File: src/rtl/pwmencoder_wb.sv
// pwmencoder_wb
//   Wishbone slave that generates four RC servo/ESC PWM outputs. Each pulse
//   width is given in microseconds, and every output shares one fixed frame
//   period. The host writes widths into shadow registers. The shadow values
//   are copied to the active registers only at a frame start, so a pulse is
//   never cut short or stretched part-way through a frame.
//
//   Register map (word index = wb_adr_i[4:2]):
//     0-3  WIDTH_n  [15:0] pulse width in us, clamped on write (RW)
//     4    CTRL     [0] enable (RW)
//     5    STATUS   [31:16] frame_count, [0] enable (RO, writes acked and ignored)
//     6-7  unmapped -> wb_err_o
//
// Ports
//   i_clk, i_rstn      clock, asynchronous active-low reset
//   wb_adr_i           byte address
//   wb_dat_i           write data
//   wb_dat_o           read data, valid while wb_ack_o is high
//   wb_we_i            write enable
//   wb_sel_i           byte lane enables
//   wb_stb_i           strobe
//   wb_cyc_i           cycle
//   wb_ack_o           one-cycle acknowledge
//   wb_err_o           one-cycle error (unmapped address)
//   wb_rty_o           retry, always 0
//   o_pwm_0..o_pwm_3   active-high PWM outputs
//   o_frame_stb        one-cycle pulse at each frame wrap
module pwmencoder_wb #(
    parameter int CLK_FREQ_HZ = 48_000_000,
    parameter int FRAME_US    = 2500,
    parameter int MIN_US      = 1000,
    parameter int MAX_US      = 2000
) (
    input  logic        i_clk,
    input  logic        i_rstn,
    input  logic [31:0] wb_adr_i,
    input  logic [31:0] wb_dat_i,
    output logic [31:0] wb_dat_o,
    input  logic        wb_we_i,
    input  logic [3:0]  wb_sel_i,
    input  logic        wb_stb_i,
    input  logic        wb_cyc_i,
    output logic        wb_ack_o,
    output logic        wb_err_o,
    output logic        wb_rty_o,
    output logic        o_pwm_0,
    output logic        o_pwm_1,
    output logic        o_pwm_2,
    output logic        o_pwm_3,
    output logic        o_frame_stb
);

    localparam int CLK_DIV = CLK_FREQ_HZ / 1_000_000;
    localparam int PW      = (CLK_DIV > 1) ? $clog2(CLK_DIV) : 1;
    localparam int UW      = (FRAME_US > 1) ? $clog2(FRAME_US) : 1;

    localparam logic [PW-1:0] PRE_LAST = PW'(CLK_DIV - 1);
    localparam logic [UW-1:0] US_LAST  = UW'(FRAME_US - 1);
    localparam logic [15:0]   MIN_W    = 16'(MIN_US);
    localparam logic [15:0]   MAX_W    = 16'(MAX_US);

    logic [15:0]   shadow [4];
    logic [15:0]   active [4];
    logic          enable;
    logic [15:0]   frame_count;
    logic [PW-1:0] prescaler;
    logic [UW-1:0] us_cnt;
    logic [3:0]    pwm_q;
    logic          frame_stb_q;

    logic [2:0]    idx;
    logic          request;
    logic          us_tick;
    logic          frame_wrap;
    logic [15:0]   merged_width;
    logic [31:0]   read_data;

    // Zero is kept as-is so that a channel can be disarmed. Every other
    // value is forced into the legal servo range.
    function automatic logic [15:0] clamp_width(input logic [15:0] w);
        if (w == 16'd0)
            return 16'd0;
        else if (w < MIN_W)
            return MIN_W;
        else if (w > MAX_W)
            return MAX_W;
        else
            return w;
    endfunction

    assign idx        = wb_adr_i[4:2];
    assign request    = wb_cyc_i & wb_stb_i & ~wb_ack_o & ~wb_err_o;
    assign us_tick    = (prescaler == PRE_LAST);
    assign frame_wrap = enable & us_tick & (us_cnt == US_LAST);

    assign wb_rty_o    = 1'b0;
    assign o_pwm_0     = pwm_q[0];
    assign o_pwm_1     = pwm_q[1];
    assign o_pwm_2     = pwm_q[2];
    assign o_pwm_3     = pwm_q[3];
    assign o_frame_stb = frame_stb_q;

    // Address bits outside the word index, the upper data half and the upper
    // byte lanes have no destination in this register map.
    logic unused_bits;
    assign unused_bits = ^{wb_adr_i[31:5], wb_adr_i[1:0], wb_dat_i[31:16], wb_sel_i[3:2]};

    // Byte-lane merge of a WIDTH write with the shadow value it replaces.
    // Clamping is applied to the merged result, not to the raw bus data.
    always_comb begin
        merged_width = shadow[idx[1:0]];
        if (wb_sel_i[0])
            merged_width[7:0] = wb_dat_i[7:0];
        if (wb_sel_i[1])
            merged_width[15:8] = wb_dat_i[15:8];
    end

    // Read multiplexer. Indices 6 and 7 return 0, but they answer with err.
    always_comb begin
        read_data = '0;
        case (idx)
            3'd0, 3'd1, 3'd2, 3'd3: read_data = {16'h0000, shadow[idx[1:0]]};
            3'd4:                   read_data = {31'd0, enable};
            3'd5:                   read_data = {frame_count, 15'd0, enable};
            default:                read_data = '0;
        endcase
    end

    // Bus slave. The response is registered, so ack/err blocks the request
    // term for one cycle. This forces a one-cycle gap between back-to-back
    // accesses.
    always_ff @(posedge i_clk or negedge i_rstn) begin
        if (!i_rstn) begin
            wb_ack_o <= 1'b0;
            wb_err_o <= 1'b0;
            wb_dat_o <= '0;
            enable   <= 1'b0;
            for (int i = 0; i < 4; i++)
                shadow[i] <= '0;
        end else begin
            wb_ack_o <= 1'b0;
            wb_err_o <= 1'b0;
            if (request) begin
                if (idx > 3'd5) begin
                    wb_err_o <= 1'b1;
                    wb_dat_o <= '0;
                end else begin
                    wb_ack_o <= 1'b1;
                    wb_dat_o <= read_data;
                    if (wb_we_i) begin
                        if (idx < 3'd4)
                            shadow[idx[1:0]] <= clamp_width(merged_width);
                        else if (idx == 3'd4 && wb_sel_i[0])
                            enable <= wb_dat_i[0];
                    end
                end
            end
        end
    end

    // Timebase and outputs. While disabled, the counters are parked at zero
    // and the active widths follow the shadows. Enabling the block therefore
    // starts a fresh frame at once, using the latest widths. While enabled,
    // the active widths are reloaded only on the frame wrap. The
    // non-blocking read picks up the pre-write shadow if a bus write lands
    // on that same edge.
    always_ff @(posedge i_clk or negedge i_rstn) begin
        if (!i_rstn) begin
            prescaler   <= '0;
            us_cnt      <= '0;
            frame_count <= '0;
            frame_stb_q <= 1'b0;
            pwm_q       <= '0;
            for (int i = 0; i < 4; i++)
                active[i] <= '0;
        end else if (!enable) begin
            prescaler   <= '0;
            us_cnt      <= '0;
            frame_stb_q <= 1'b0;
            pwm_q       <= '0;
            for (int i = 0; i < 4; i++)
                active[i] <= shadow[i];
        end else begin
            frame_stb_q <= frame_wrap;
            if (us_tick) begin
                prescaler <= '0;
                us_cnt    <= (us_cnt == US_LAST) ? '0 : us_cnt + 1'b1;
            end else begin
                prescaler <= prescaler + 1'b1;
            end
            if (frame_wrap) begin
                frame_count <= frame_count + 16'd1;
                for (int i = 0; i < 4; i++)
                    active[i] <= shadow[i];
            end
            for (int i = 0; i < 4; i++)
                pwm_q[i] <= (16'(us_cnt) < active[i]);
        end
    end

endmodule
File: config.mk
export PLATFORM = sky130hd
export DESIGN_NAME = pwmencoder_wb
export DESIGN_NICKNAME = d
export VERILOG_FILES = /design/src/rtl/pwmencoder_wb.sv
export SDC_FILE = /design/constraint.sdc
export NUM_CORES = 1
export LEC_CHECK = 0
export ABC_AREA = 1
export CORE_MARGIN = 1
export CORE_UTILIZATION = 40
export CTS_CLUSTER_DIAMETER = 100
export CTS_CLUSTER_SIZE = 24
export DETAILED_ROUTE_END_ITERATION = 12
export PLACE_DENSITY_LB_ADDON = 0.2
export SYNTH_ARGS = -nofsm -noshare
export SYNTH_HDL_FRONTEND = slang
export SYNTH_SLANG_ARGS = --single-unit
File: constraint.sdc
create_clock -name i_clk -period 1.9 [get_ports i_clk]
set_input_delay 0.38 -clock i_clk [delete_from_list [all_inputs] [get_ports i_clk]]
set_output_delay 0.38 -clock i_clk [all_outputs]
set_load 0.05 [all_outputs]
==> flow_metrics.tcl, run 1 <==
set metrics [dict create \
    worst_slack_ns -0.02617 \
    clk_root_buffer_cell "clkbuf_16" \
    whs_ns 0.3971 \
    crit_type "reg2reg" \
    final_common_cell "nand2_1" \
    hpwl_mm 20.06 \
    crit_cells 11 \
    hp-class "in2async" \
    cts_made_buffers 12 \
    initial_core_util 0.4122 \
    outcome "complete, but fails checks" \
    dieArea_um2 26000 \
    synth-edff-count 0 \
    grt_max_degree 54 \
    clk_latency_ns 0.49 \
    ant_nets 0 \
    final_area_um2 13280 \
    power_density_nw_per_um2 856.1 \
    ir_drop_mv 0.6964 \
    final_cells 1760 \
    rows 57 \
    multi_input_area_um2 4823 \
    critPathLaunch "us_cnt[1]" \
    dp_slack_ns -0.7618 \
    reg2reg_slack_ns -0.03 \
    firstDrtPassIters 5 \
    cp-end-kind "flip-flop" \
    max_stage_delay_ns 0.39 \
    io_pins 113 \
    worst-path-buf-inv 2 \
    drive_gt1_frac 0.2556 \
    min_period_ns 1.926 \
    synth_seq_area_share 0.4984 \
    vias_per_cell 5.000 \
    yosysUniqueCellTypes 45 \
    fp.dieW_um 161.2 \
    finalMaxSlewViolations 0 \
    n_antenna_cell 0 \
    synth_fp_nets 1349 \
    drv_cap 0 \
    cpLargestDelayFamily "simple AND/OR/NAND/NOR gates" \
    wl_per_cell_um 16.33 \
    grt_pass1_vias 8249 \
    cp_data_required_time_ns 2.30 \
    max_clock_freq_ghz 0.5192 \
    synthArstFlopShare 1.000 \
    cts.htree.levels 1 \
    cts_buffer_depth 3 \
    grt_first_pass_wirelength_mm 44.17 \
    overflow 0 \
    die_h_um 161.2 \
    cts_tree "done" \
    violations "setup timing" \
    routed_wl_mm 28.74 \
    clk_pin_slew_ns 0.09 \
    drt_iter0_markers 697 \
    vias 8800 \
    syn_inst 1229 \
    syn_avg_cell_area_um2 8.252 \
    start_kind "flip-flop" \
    core_area_um2 24600 \
    total_power_w 0.01137 \
    finalHoldViolations 0 \
    nets 1554 \
    syn_to_final_growth_pct 30.98 \
    place.gp.congestion 0.8827 \
    route.detailed.drc 0 \
    r2r_cells 11 \
    setup_viol 3 \
    fin_skew_ns 0.03621 \
    slew_headroom 0.5852 \
    r2r-start "us_cnt[1]" \
    path_max_fanout 3 \
    fin_crit_sh 1.014 \
    crit_path_frequent_cell "nor3_4" \
    cpMaxStageDelayCell "dfrtp_1" \
    synth_warnings 0 \
    rsz0062_at_grt "true" \
    clock_sinks 202 \
    dpl.cell_count 1698 \
    grt_use_total 0.2165 \
    r2r-end "frame_count[10]" \
    synth_ff_type "dfrtp_1" \
    ff_latch_area_um2 5061 \
    power.leakage_nw 6.685 \
    place_area_um2 12000 \
    fillers 2276 \
    synth_area_um2 10140 \
    crit_chain "ha_2, inv_2, nor3_4, buf_6, nand4_4, nor2_4, nand2_2, nor3_4, nand3_2, nor2_2, xor2_1" \
    cp-endpoint "frame_count[10]" \
    port_buffers 64 \
    layout_common_cells "nand2_1 (374), dfrtp_1 (197), buf_4 (162), inv_1 (113), o21ai_0 (86)" \
    antenna_found_initial 0 \
    ys_ff_latch 202 \
    worstMarginPinSlew_ns 0.6165 \
    crit_arrival_ns 2.32 \
]
-- report_power, final --
group          switching [W]  leakage [nW]  internal [W]
Clock                0.00146         0.172       0.00126
Sequential          0.000399          2.60       0.00505
Combinational        0.00190          3.91       0.00131
-- synth_stat cells, types with 2 or more instances --
cell type | count | share of area
o22ai_1 | 5 | 0.0031
clkbuf_1 | 6 | 0.0022
buf_2 | 26 | 0.013
nand3_1 | 56 | 0.028
nor3_1 | 7 | 0.0035
o21ai_0 | 89 | 0.044
nor3_2 | 2 | 0.0020
o211ai_1 | 4 | 0.0030
xor2_1 | 18 | 0.016
ha_1 | 47 | 0.058
nor2_2 | 2 | 0.0012
nor2_1 | 79 | 0.029
nand2_2 | 5 | 0.0031
nand2_1 | 435 | 0.16
nor4_1 | 7 | 0.0043
buf_4 | 3 | 0.0022
o21ai_1 | 5 | 0.0025
buf_1 | 2 | 0.00074
inv_1 | 118 | 0.044
inv_2 | 3 | 0.0011
a21o_1 | 4 | 0.0030
nand2_4 | 3 | 0.0033
nand4_1 | 7 | 0.0043
nor3_4 | 4 | 0.0064
buf_6 | 7 | 0.0078
a22o_1 | 13 | 0.011
or2_2 | 6 | 0.0037
dfrtp_1 | 202 | 0.50
a21oi_1 | 43 | 0.021
nor2_4 | 6 | 0.0067
-- state kept, by name, indices dropped and copies added, names as in the netlist, 4 cells and up --
register,cells
active,64
shadow,64
us_cnt,12
frame_count,16
prescaler,6
wb_dat_o,32
pwm_q,4
-- worst min-delay path by stage --
stage	end	cells past startpoint
finish	wb_dat_o[13]	2
detailed placement	wb_dat_o[14]	1
floorplan	active[0]	0
global route	wb_dat_o[13]	2
CTS	wb_dat_o[14]	2
global placement	wb_dat_o[14]	1
-- metrics by stage --
step                TNS (ns)    util
floorplan                  0       -
global placement      -32.43  0.4878
detailed placement    -31.52  0.4878
CTS                 -0.02649  0.5077
global route          -3.458  0.5399
finish              -0.06293  0.5399
-- logic make-up (layout without fill, tap and decap cells) --
kind of cell               count (synthesis)  in the layout  synth area share
and+or+nand+nor                          626            626            0.2640
DFF                                      202            202            0.4984
AOI/OAI and AO/OA                        169            169           0.09277
buffers and inverters                    166            373           0.07093
adders and majority gates                 47             47           0.05798
xor gates and xnor gates                  18             18           0.01554
other                                      1              1         0.0003697
-- layout make-up --
type / count / share of cell area
Clock buffer: 14 / 0.02477
Sequential cell: 202 / 0.3810
Multi-Input combinational cell: 861 / 0.3631
Inverter: 122 / 0.03485
Clock inverter: 2 / 0.001601
Timing Repair Buffer: 235 / 0.1642
Tap cell: 324 / 0.03052
-- repair_timing --
action                                 CTS  global route
hold buffers                             1             0
pin swaps                                9            85
cloned                                   2             5
setup buffers                            3            36
resized for setup                       38           129
endpoints found under the hold margin   39             0
setup endpoints to repair               87           120
-- routing by layer --
layer / part of all wire / track usage
met4: 0.033 / 0.07590
met3: 0.047 / 0.02953
met2: 0.48 / 0.3562
met5: 0 / 0
met1: 0.44 / 0.2929
Note: power is estimated with default switching activity, not from simulation.
==> run 2: changes to the inputs <==
Clock period 1.9 ns to 2.5 ns, I/O delays scaled along.
==> run 2 against run 1 <==
- the flow now finishes without violations
- sequential share of layout area increased by 4.1 points
- wire length decreased by 11%
- non-clock buffer count decreased by 94
- core utilization decreased by 5.3 points
- critical endpoint is now wb_err_o
- highest routed layer unchanged
==> flow_metrics.tcl, run 2 (synthesis gave the netlist of run 1 again) <==
set metrics [dict create \
    outcome "finished, final reports clean" \
    start_kind "flip-flop" \
    antenna_found_initial 0 \
    path_max_fanout 2 \
    routed_wl_mm 25.45 \
    ant_nets 0 \
    crit_cells 1 \
    finalHoldViolations 0 \
    final_area_um2 11990 \
    crit_arrival_ns 1.67 \
    multi_input_area_um2 4390 \
    final_common_cell "nand2_1" \
    vias_per_cell 4.922 \
    rows 57 \
    grt_use_total 0.2018 \
    clk_pin_slew_ns 0.09 \
    worstMarginPinSlew_ns 0.8475 \
    reg_top3 "active (64), shadow (64), wb_dat_o (32)" \
    route.detailed.drc 0 \
    hpwl_mm 18.66 \
    vias 8191 \
    final_cells 1664 \
    fillers 2387 \
    cp_data_required_time_ns 2.00 \
    r2r-start "us_cnt[0]" \
    wl_per_cell_um 15.30 \
    ff_latch_area_um2 5055 \
    port_buffers 64 \
    fin_crit_sh 0.8679 \
    clk_root_buffer_cell "clkbuf_16" \
    setup_viol 0 \
    place_area_um2 11630 \
    max_clock_freq_ghz 0.4609 \
    fin_skew_ns 0.03365 \
    io_pins 113 \
    grt_first_pass_wirelength_mm 41.83 \
    min_period_ns 2.170 \
    hp-class "in2async" \
    fp.dieW_um 161.2 \
    slew_headroom 0.4298 \
    power_density_nw_per_um2 685.6 \
    syn_to_final_growth_pct 18.20 \
    r2r-end "frame_count[8]" \
    dieArea_um2 26000 \
    critPathLaunch "wb_err_o" \
    worst-path-buf-inv 1 \
    firstDrtPassIters 5 \
    n_antenna_cell 0 \
    dpl.cell_count 1650 \
    cts_buffer_depth 3 \
    overflow 0 \
    cp-end-kind "primary output" \
    whs_ns 0.0004229 \
    crit_chain "clkdlybuf4s50_1" \
    reg2reg_slack_ns 0.40 \
    core_area_um2 24600 \
    rsz0062_at_grt "false" \
    initial_core_util 0.4122 \
    die_h_um 161.2 \
    cts.htree.levels 1 \
    layout_common_cells "nand2_1 (434), dfrtp_1 (202), inv_1 (118), o21ai_0 (89), nor2_1 (79)" \
    cts_made_buffers 12 \
    cts_tree "done" \
    crit_type "reg2out" \
    finalMaxSlewViolations 0 \
    cpMaxStageDelayCell "clkdlybuf4s50_1" \
    r2r_cells 10 \
    drv_cap 0 \
    drt_iter0_markers 473 \
    cts_hold_buf 0 \
    power.leakage_nw 5.883 \
    grt_pass1_vias 8045 \
    clock_sinks 202 \
    grt_max_degree 63 \
    clk_latency_ns 0.49 \
    place.gp.congestion 0.8263 \
    cpLargestDelayFamily "buffers and inverters" \
    max_stage_delay_ns 0.81 \
    drive_gt1_frac 0.09776 \
    ir_drop_mv 0.6461 \
    nets 1460 \
]
[run 2: power by group]
group	switching (W)	total (W)	internal [W]
clock	0.00111	0.00206	0.000950
combinational	0.00123	0.00200	0.000764
sequential	0.000321	0.00416	0.00384
total	0.00267	0.00822	0.00555
[run 2: per-stage QoR]
stage / power [W] / TNS [ns] / utilization / setup slack (ns)
finish: 0.008218 / 0 / 0.4872 / 0.3302
global route: 0.008736 / 0 / 0.4872 / 0.1288
CTS: 0.008284 / 0 / 0.4865 / 0.1714
detailed placement: 0.006228 / -10.94 / 0.4726 / -0.3113
global placement: 0.006185 / -9.868 / 0.4726 / -0.2824
floorplan: 0.005438 / 0 / - / 0.4615
[run 2: layout make-up]
| class | count | share of cell area |
|---|---|---|
| clock buffer | 13 | 0.02714 |
| clock inverter | 1 | 0.001357 |
| inverter | 122 | 0.03820 |
| multi-input combinational | 861 | 0.3662 |
| sequential | 202 | 0.4217 |
| tap | 324 | 0.03382 |
| timing repair buffer | 141 | 0.1116 |
[run 2: repair_timing]
| action | 4_1_cts | 5_1_grt |
|---|---|---|
| gates resized for setup | 0 | 4 |
| buffers inserted | 0 | 0 |
| endpoints found under the setup margin | 0 | 40 |
[run 2: layer usage]
layer	track usage	wire length [um]
met1	0.2774	11920
met3	0.02414	889
met4	0.06389	754
met5	0	0
met2	0.3325	11880
[run 2: worst max path at each step]
stage | end | slack (ns)
2_1_floorplan | shadow[42] | 0.46
3_3_place_gp | shadow[40] | -0.28
3_5_place_dp | shadow[8] | -0.31
4_1_cts | shadow[55] | 0.17
5_1_grt | shadow[50] | 0.13
6_report | wb_err_o | 0.33
